## src/rtl/rf_pkg.sv

```systemverilog
// Shared types and constants for the RV32I integer register file with busy scoreboard.
package rf_pkg;

    localparam int XLEN_DEF  = 32;
    localparam int NREGS_DEF = 32;
    localparam int AW_DEF    = $clog2(NREGS_DEF);
    localparam int ZERO_REG  = 0;

    typedef logic [AW_DEF-1:0]   reg_addr_t;
    typedef logic [XLEN_DEF-1:0] xlen_t;

endpackage : rf_pkg

```

## src/rtl/rf_scoreboard.sv

```systemverilog
// Per-register busy tracking and RAW/WAW issue stall for reg_file_sb.
// RF_BYPASS_EN: when defined, a same-cycle writeback satisfies a pending hazard.
module rf_scoreboard
    import rf_pkg::*;
#(
    parameter  int NREGS = NREGS_DEF,
    localparam int AW    = $clog2(NREGS)
) (
    input  logic          clk,
    input  logic          rst,
    input  logic          flush,
    input  logic          wb_en,
    input  logic [AW-1:0] wb_addr,
    input  logic [AW-1:0] rs1_addr,
    input  logic [AW-1:0] rs2_addr,
    input  logic          iss_valid,
    input  logic          iss_rs1_used,
    input  logic          iss_rs2_used,
    input  logic          iss_rd_en,
    input  logic [AW-1:0] iss_rd,
    output logic          iss_stall
);

    localparam logic [AW-1:0] ZERO_A = AW'(ZERO_REG);

    logic [NREGS-1:0] busy_r;
    logic [NREGS-1:0] busy_nxt_s;
    logic [NREGS-1:0] wb_hit_s;
    logic [NREGS-1:0] set_s;
    logic [NREGS-1:0] eff_busy_s;
    logic             stall_s;
    logic             accept_s;

    // One-hot decode of the writeback destination
    always_comb begin
        wb_hit_s = '0;
        if (wb_en) begin
            wb_hit_s[wb_addr] = 1'b1;
        end else begin
            wb_hit_s = '0;
        end
    end

    // Busy view used for hazard detection
    always_comb begin
`ifdef RF_BYPASS_EN
        eff_busy_s = busy_r & ~wb_hit_s;
`else
        eff_busy_s = busy_r;
`endif
    end

    // Hazard check against both sources and the destination
    always_comb begin
        stall_s = 1'b0;
        if (iss_valid) begin
            stall_s = (iss_rs1_used & eff_busy_s[rs1_addr]) |
                      (iss_rs2_used & eff_busy_s[rs2_addr]) |
                      (iss_rd_en    & eff_busy_s[iss_rd]);
        end else begin
            stall_s = 1'b0;
        end
    end

    assign accept_s  = iss_valid & ~stall_s & ~flush;
    assign iss_stall = stall_s;

    // One-hot decode of the busy mark requested by an accepted issue
    always_comb begin
        set_s = '0;
        if (accept_s && iss_rd_en && (iss_rd != ZERO_A)) begin
            set_s[iss_rd] = 1'b1;
        end else begin
            set_s = '0;
        end
    end

    // Clear on writeback first, then set on issue so a same-cycle set wins
    always_comb begin
        busy_nxt_s    = (busy_r & ~wb_hit_s) | set_s;
        busy_nxt_s[0] = 1'b0;
    end

    // Busy vector: reset beats flush beats normal update
    always_ff @(posedge clk) begin
        if (rst) begin
            busy_r <= '0;
        end else if (flush) begin
            busy_r <= '0;
        end else begin
            busy_r <= busy_nxt_s;
        end
    end

endmodule : rf_scoreboard

```

## src/rtl/reg_file_sb.sv

```systemverilog
// Integer register file (2R/1W, x0 hard-wired zero) with issue scoreboard.
// RF_BYPASS_EN: when defined, writeback data is forwarded to the read ports in the same cycle.
module reg_file_sb
    import rf_pkg::*;
#(
    parameter  int XLEN  = XLEN_DEF,
    parameter  int NREGS = NREGS_DEF,
    localparam int AW    = $clog2(NREGS)
) (
    input  logic            clk,
    input  logic            rst,
    input  logic [AW-1:0]   rs1_addr,
    input  logic [AW-1:0]   rs2_addr,
    output logic [XLEN-1:0] rs1_data,
    output logic [XLEN-1:0] rs2_data,
    input  logic            wb_en,
    input  logic [AW-1:0]   wb_addr,
    input  logic [XLEN-1:0] wb_data,
    input  logic            iss_valid,
    input  logic            iss_rs1_used,
    input  logic            iss_rs2_used,
    input  logic            iss_rd_en,
    input  logic [AW-1:0]   iss_rd,
    output logic            iss_stall,
    input  logic            flush
);

    localparam logic [AW-1:0] ZERO_A = AW'(ZERO_REG);

    logic [XLEN-1:0] regs_r [NREGS];
    logic [XLEN-1:0] rs1_data_s;
    logic [XLEN-1:0] rs2_data_s;

    // Architectural storage; entry 0 is never written
    always_ff @(posedge clk) begin
        if (rst) begin
            for (int i = 0; i < NREGS; i++) begin
                regs_r[i] <= '0;
            end
        end else if (wb_en && (wb_addr != ZERO_A)) begin
            regs_r[wb_addr] <= wb_data;
        end
    end

    // Read port 1 mux
    always_comb begin
        rs1_data_s = '0;
        if (rs1_addr == ZERO_A) begin
            rs1_data_s = '0;
        end
`ifdef RF_BYPASS_EN
        else if (wb_en && (wb_addr == rs1_addr)) begin
            rs1_data_s = wb_data;
        end
`endif
        else begin
            rs1_data_s = regs_r[rs1_addr];
        end
    end

    // Read port 2 mux
    always_comb begin
        rs2_data_s = '0;
        if (rs2_addr == ZERO_A) begin
            rs2_data_s = '0;
        end
`ifdef RF_BYPASS_EN
        else if (wb_en && (wb_addr == rs2_addr)) begin
            rs2_data_s = wb_data;
        end
`endif
        else begin
            rs2_data_s = regs_r[rs2_addr];
        end
    end

    assign rs1_data = rs1_data_s;
    assign rs2_data = rs2_data_s;

    rf_scoreboard #(
        .NREGS (NREGS)
    ) u_scoreboard (
        .clk          (clk),
        .rst          (rst),
        .flush        (flush),
        .wb_en        (wb_en),
        .wb_addr      (wb_addr),
        .rs1_addr     (rs1_addr),
        .rs2_addr     (rs2_addr),
        .iss_valid    (iss_valid),
        .iss_rs1_used (iss_rs1_used),
        .iss_rs2_used (iss_rs2_used),
        .iss_rd_en    (iss_rd_en),
        .iss_rd       (iss_rd),
        .iss_stall    (iss_stall)
    );

endmodule : reg_file_sb

```

## config.mk

```make
export PLATFORM = sky130hd
export DESIGN_NAME = reg_file_sb
export DESIGN_NICKNAME = d
export VERILOG_FILES = /design/src/rtl/rf_pkg.sv /design/src/rtl/rf_scoreboard.sv /design/src/rtl/reg_file_sb.sv
export SDC_FILE = /design/constraint.sdc
export NUM_CORES = 2
export LEC_CHECK = 0
export CAP_MARGIN = 40
export CORE_UTILIZATION = 49
export DETAILED_ROUTE_END_ITERATION = 12
export PLACE_DENSITY = 0.74
export SETUP_SLACK_MARGIN = 0.2
export SLEW_MARGIN = 30
export SYNTH_ARGS = -nofsm -noshare
export SYNTH_HDL_FRONTEND = slang
export SYNTH_HIERARCHICAL = 1
export SYNTH_SLANG_ARGS = --single-unit
```

## constraint.sdc

```tcl
create_clock -name clk -period 2.5 [get_ports clk]
set_clock_uncertainty 0.1 [all_clocks]
set_input_delay 0.25 -clock clk [delete_from_list [all_inputs] [get_ports clk]]
set_output_delay 0.25 -clock clk [all_outputs]
set_load 0.02 [all_outputs]
```

==> results.cfg <==
[drt]
wirelength_mm = 189
postRouteAntennaNets = 0
drt_first_iter_violations = 5577
drc = 0
vias_per_cell = 6.65
vias = 38985
drtPass1Iterations = 5
detail_route.wl_per_cell_um = 32.3

[clocking]
clk_path_buf_depth = 3
cts.sinks = 1055
htreeDepth = 3
cts_buffers = 110
clockRootBuffer = clkbuf_16
cts_tree = done
clkLatencyLatePin_ps = 710
clkTransAtPathRegs_ps = 60

[power_and_ir_drop]
internal_power_mw = 33.0
ir_drop_uv = 572
p_leak_nw = 25.2
swShare = 0.257
switching_power_mw = 11.4
power_frac_clock = 0.369
power_density_nw_per_um2 = 629
power_frac_seq = 0.470
p_comb_frac = 0.162

[die]
initial_core_util = 0.494
die_x_um = 342
io_pins = 125
fp.coreArea_um2 = 114000
die_area_um2 = 117000
die_y_um = 342
rows = 124

[logic_synthesis]
synth-seq-area-share = 0.555
netlist_area_um2 = 56500
yosys_warnings = 6
yosys.area.top_type = edfxtp_1
synth_top_area_frac = 0.544
avgSynthCellArea_um2 = 15.1
synthAdderAreaFrac = 0
ys_async_sr_fraction = 0
synth_common_cells = 1024 x edfxtp_1, 996 x and2_1, 491 x mux4_2
synth-compound-area-share = 0.0454
ys.flop_type = edfxtp_1
synth_area_leaders = edfxtp_1 54%, mux4_2 20%, and2_1 11%
synth_mux_area_frac = 0.230
synth_top_family_by_area = multiplexers
yosysMostFrequentCell = edfxtp_1
postSynthCellCount = 3736
synth.distinct_cells = 58
synth-simple-area-share = 0.136
synth_edf_count = 1024
synth-xor-area-share = 0
synth_seq_cells = 1055

[placement]
gp_congestion = 0.928
postPlaceCellArea_um2 = 64600
dp_hpwl_mm = 122
numPortBuffers = 124

[min_path]
hold_path_class = in2reg
hold_depth = 4
hold_start = iss_rd[0]

[worst_setup_path]
cp_slowest_cell = mux4_2
worst_setup_path_end_kind = primary output
reg2reg_depth = 13
cp-endpoint = rs2_data[17]
startpoint_type = flip-flop
crit_path_start = regs_r[30][17]
cpPeakStageDelay_ps = 590
worst-setup-path-type = reg2out
path_max_fanout = 2
path_depth = 7
crit_family = multiplexers
reg2reg_setup_slack_ps = -600
cp.arrival_ps = 2830
crit_path_cell_trace = mux4_2 > mux4_2 > o22ai_4 > buf_6 > nor3_2 > buf_4 > buf_6
crit_required_ps = 2150
r2r_end = u_scoreboard/busy_r[8]
reg2reg_from = u_scoreboard/busy_r[12]
worstPathBufferInverterCount = 3

[status]
violations = negative setup slack
status = finished, violations left

[sta]
fin_crit_ps = 3180
relSlewSlack = 0.570
worst_pin_slew_ps = 645
setup_ws_ps = -680
fin_setup_tns_ps = -31620
rsz0062_at_grt = yes
finalSetupViolCount = 73
min_period_over_period = 1.27
fmax_mhz = 314
slew_viol_final = 0
finalHoldViolations = 0

[global_routing]
grt_remaining_overflow = 0
grt_usage = 0.322
antenna_found_initial = 5
grt_pass1_vias = 39512
grt_first_pass_wirelength_mm = 269
grt_max_degree = 69

[cells_and_area]
fin_area_um2 = 70700
final_nets = 4315
area.growth.synth_to_final_pct = 25.0
drive_gt1_frac = 0.395
fin_util = 0.618

[run]
maxCapViolations = 0
-- worst register-to-register path, cell delays in order (launching register included) --
cell	delay, ps
dfxtp_1	350
mux4_2	490
mux2i_2	220
nor3b_2	80
o41ai_2	410
nand3_4	190
buf_6	160
buf_6	100
buf_6	100
buf_6	100
buf_6	100
buf_6	110
buf_12	140
o41ai_4	340
-- sequential cells by signal, summed over array words and instances (netlist names) --
| register | count |
|---|---|
| u_scoreboard/busy_r | 31 |
| regs_r | 1024 |
-- per-layer routing --
metal,routed length [µm],GRT usage,up-vias
li1,-,-,15607
met1,66400,0.419,19817
met2,88000,0.503,2988
met3,23500,0.0775,569
met4,11100,0.168,4
met5,26,0,-
-- power groups by stage --
stage,combinational (mW),sequential (mW),clock (mW)
floorplan,3.47,21.0,0
global placement,6.24,21.1,0
detailed placement,6.32,21.2,0
CTS,6.90,20.8,16.4
global route,7.38,20.9,17.1
finish,7.18,20.9,16.4
-- area by class of cell --
type                            count  area, µm²
Antenna cell                        1       2.50
Clock buffer                      132       2840
Sequential cell                  1055      31400
Multi-Input combinational cell   2301      25600
Fill cell                        8003      43700
Clock inverter                     71        708
Timing Repair Buffer              783       8210
Tap cell                         1512       1890
Inverter                            4       15.0
-- placed cells by master, fill, tap and decap left out, types with 17 or more instances in the layout --
cell type	n
edfxtp_1	1024
and2_1	994
buf_4	502
mux4_2	491
mux2i_1	154
buf_12	138
clkbuf_16	111
o22ai_1	76
buf_6	74
clkdlybuf4s50_1	49
a2111oi_4	36
or2_2	33
clkinv_1	32
conb_1	32
o211ai_1	32
a22o_1	31
nor3_4	31
mux2_2	30
dfxtp_1	24
nor3_2	22
nand2_1	22
clkbuf_1	22
a22o_4	20
nor2b_1	20
o22ai_2	20
nor2_2	20
a2111oi_2	19
a22oi_1	17
clkinv_2	17
-- through the flow --
stage / worst slack (ps) / power (mW) / instances / hold WS (ps)
floorplan: 153 / 24.4 / 3767 / 348
finish: -680 / 44.4 / 5859 / 348
global placement: -921 / 27.4 / 5587 / 418
detailed placement: -949 / 27.5 / 5588 / 428
CTS: -701 / 44.2 / 5838 / 237
global route: -721 / 45.4 / 5858 / 359
-- worst min path at each step --
| stage | slack [ps] | endpoint |
|---|---|---|
| 2_1_floorplan | 350 | regs_r[1][31] |
| 3_3_place_gp | 420 | u_scoreboard/busy_r[28] |
| 3_5_place_dp | 430 | u_scoreboard/busy_r[20] |
| 4_1_cts | 240 | u_scoreboard/busy_r[27] |
| 5_1_grt | 360 | u_scoreboard/busy_r[27] |
| 6_report | 350 | u_scoreboard/busy_r[27] |
-- cells by family (layout without fill, tap and decap cells) --
family          count (synthesis)  count (layout)
compound gates                334             334
buf+inv                       411             990
mux                           682             682
simple gates                 1253            1253
flops                        1055            1055
other cells                     1              33
-- timing repair --
item,in CTS,in global routing
pin swaps,150,42
buffers inserted,40,21
setup endpoints to repair,85,96
hold buffers,1,0
cloned,6,1
resized for setup,587,102
hold endpoints to repair,1,0
Note: power is estimated with default switching activity, not from simulation.
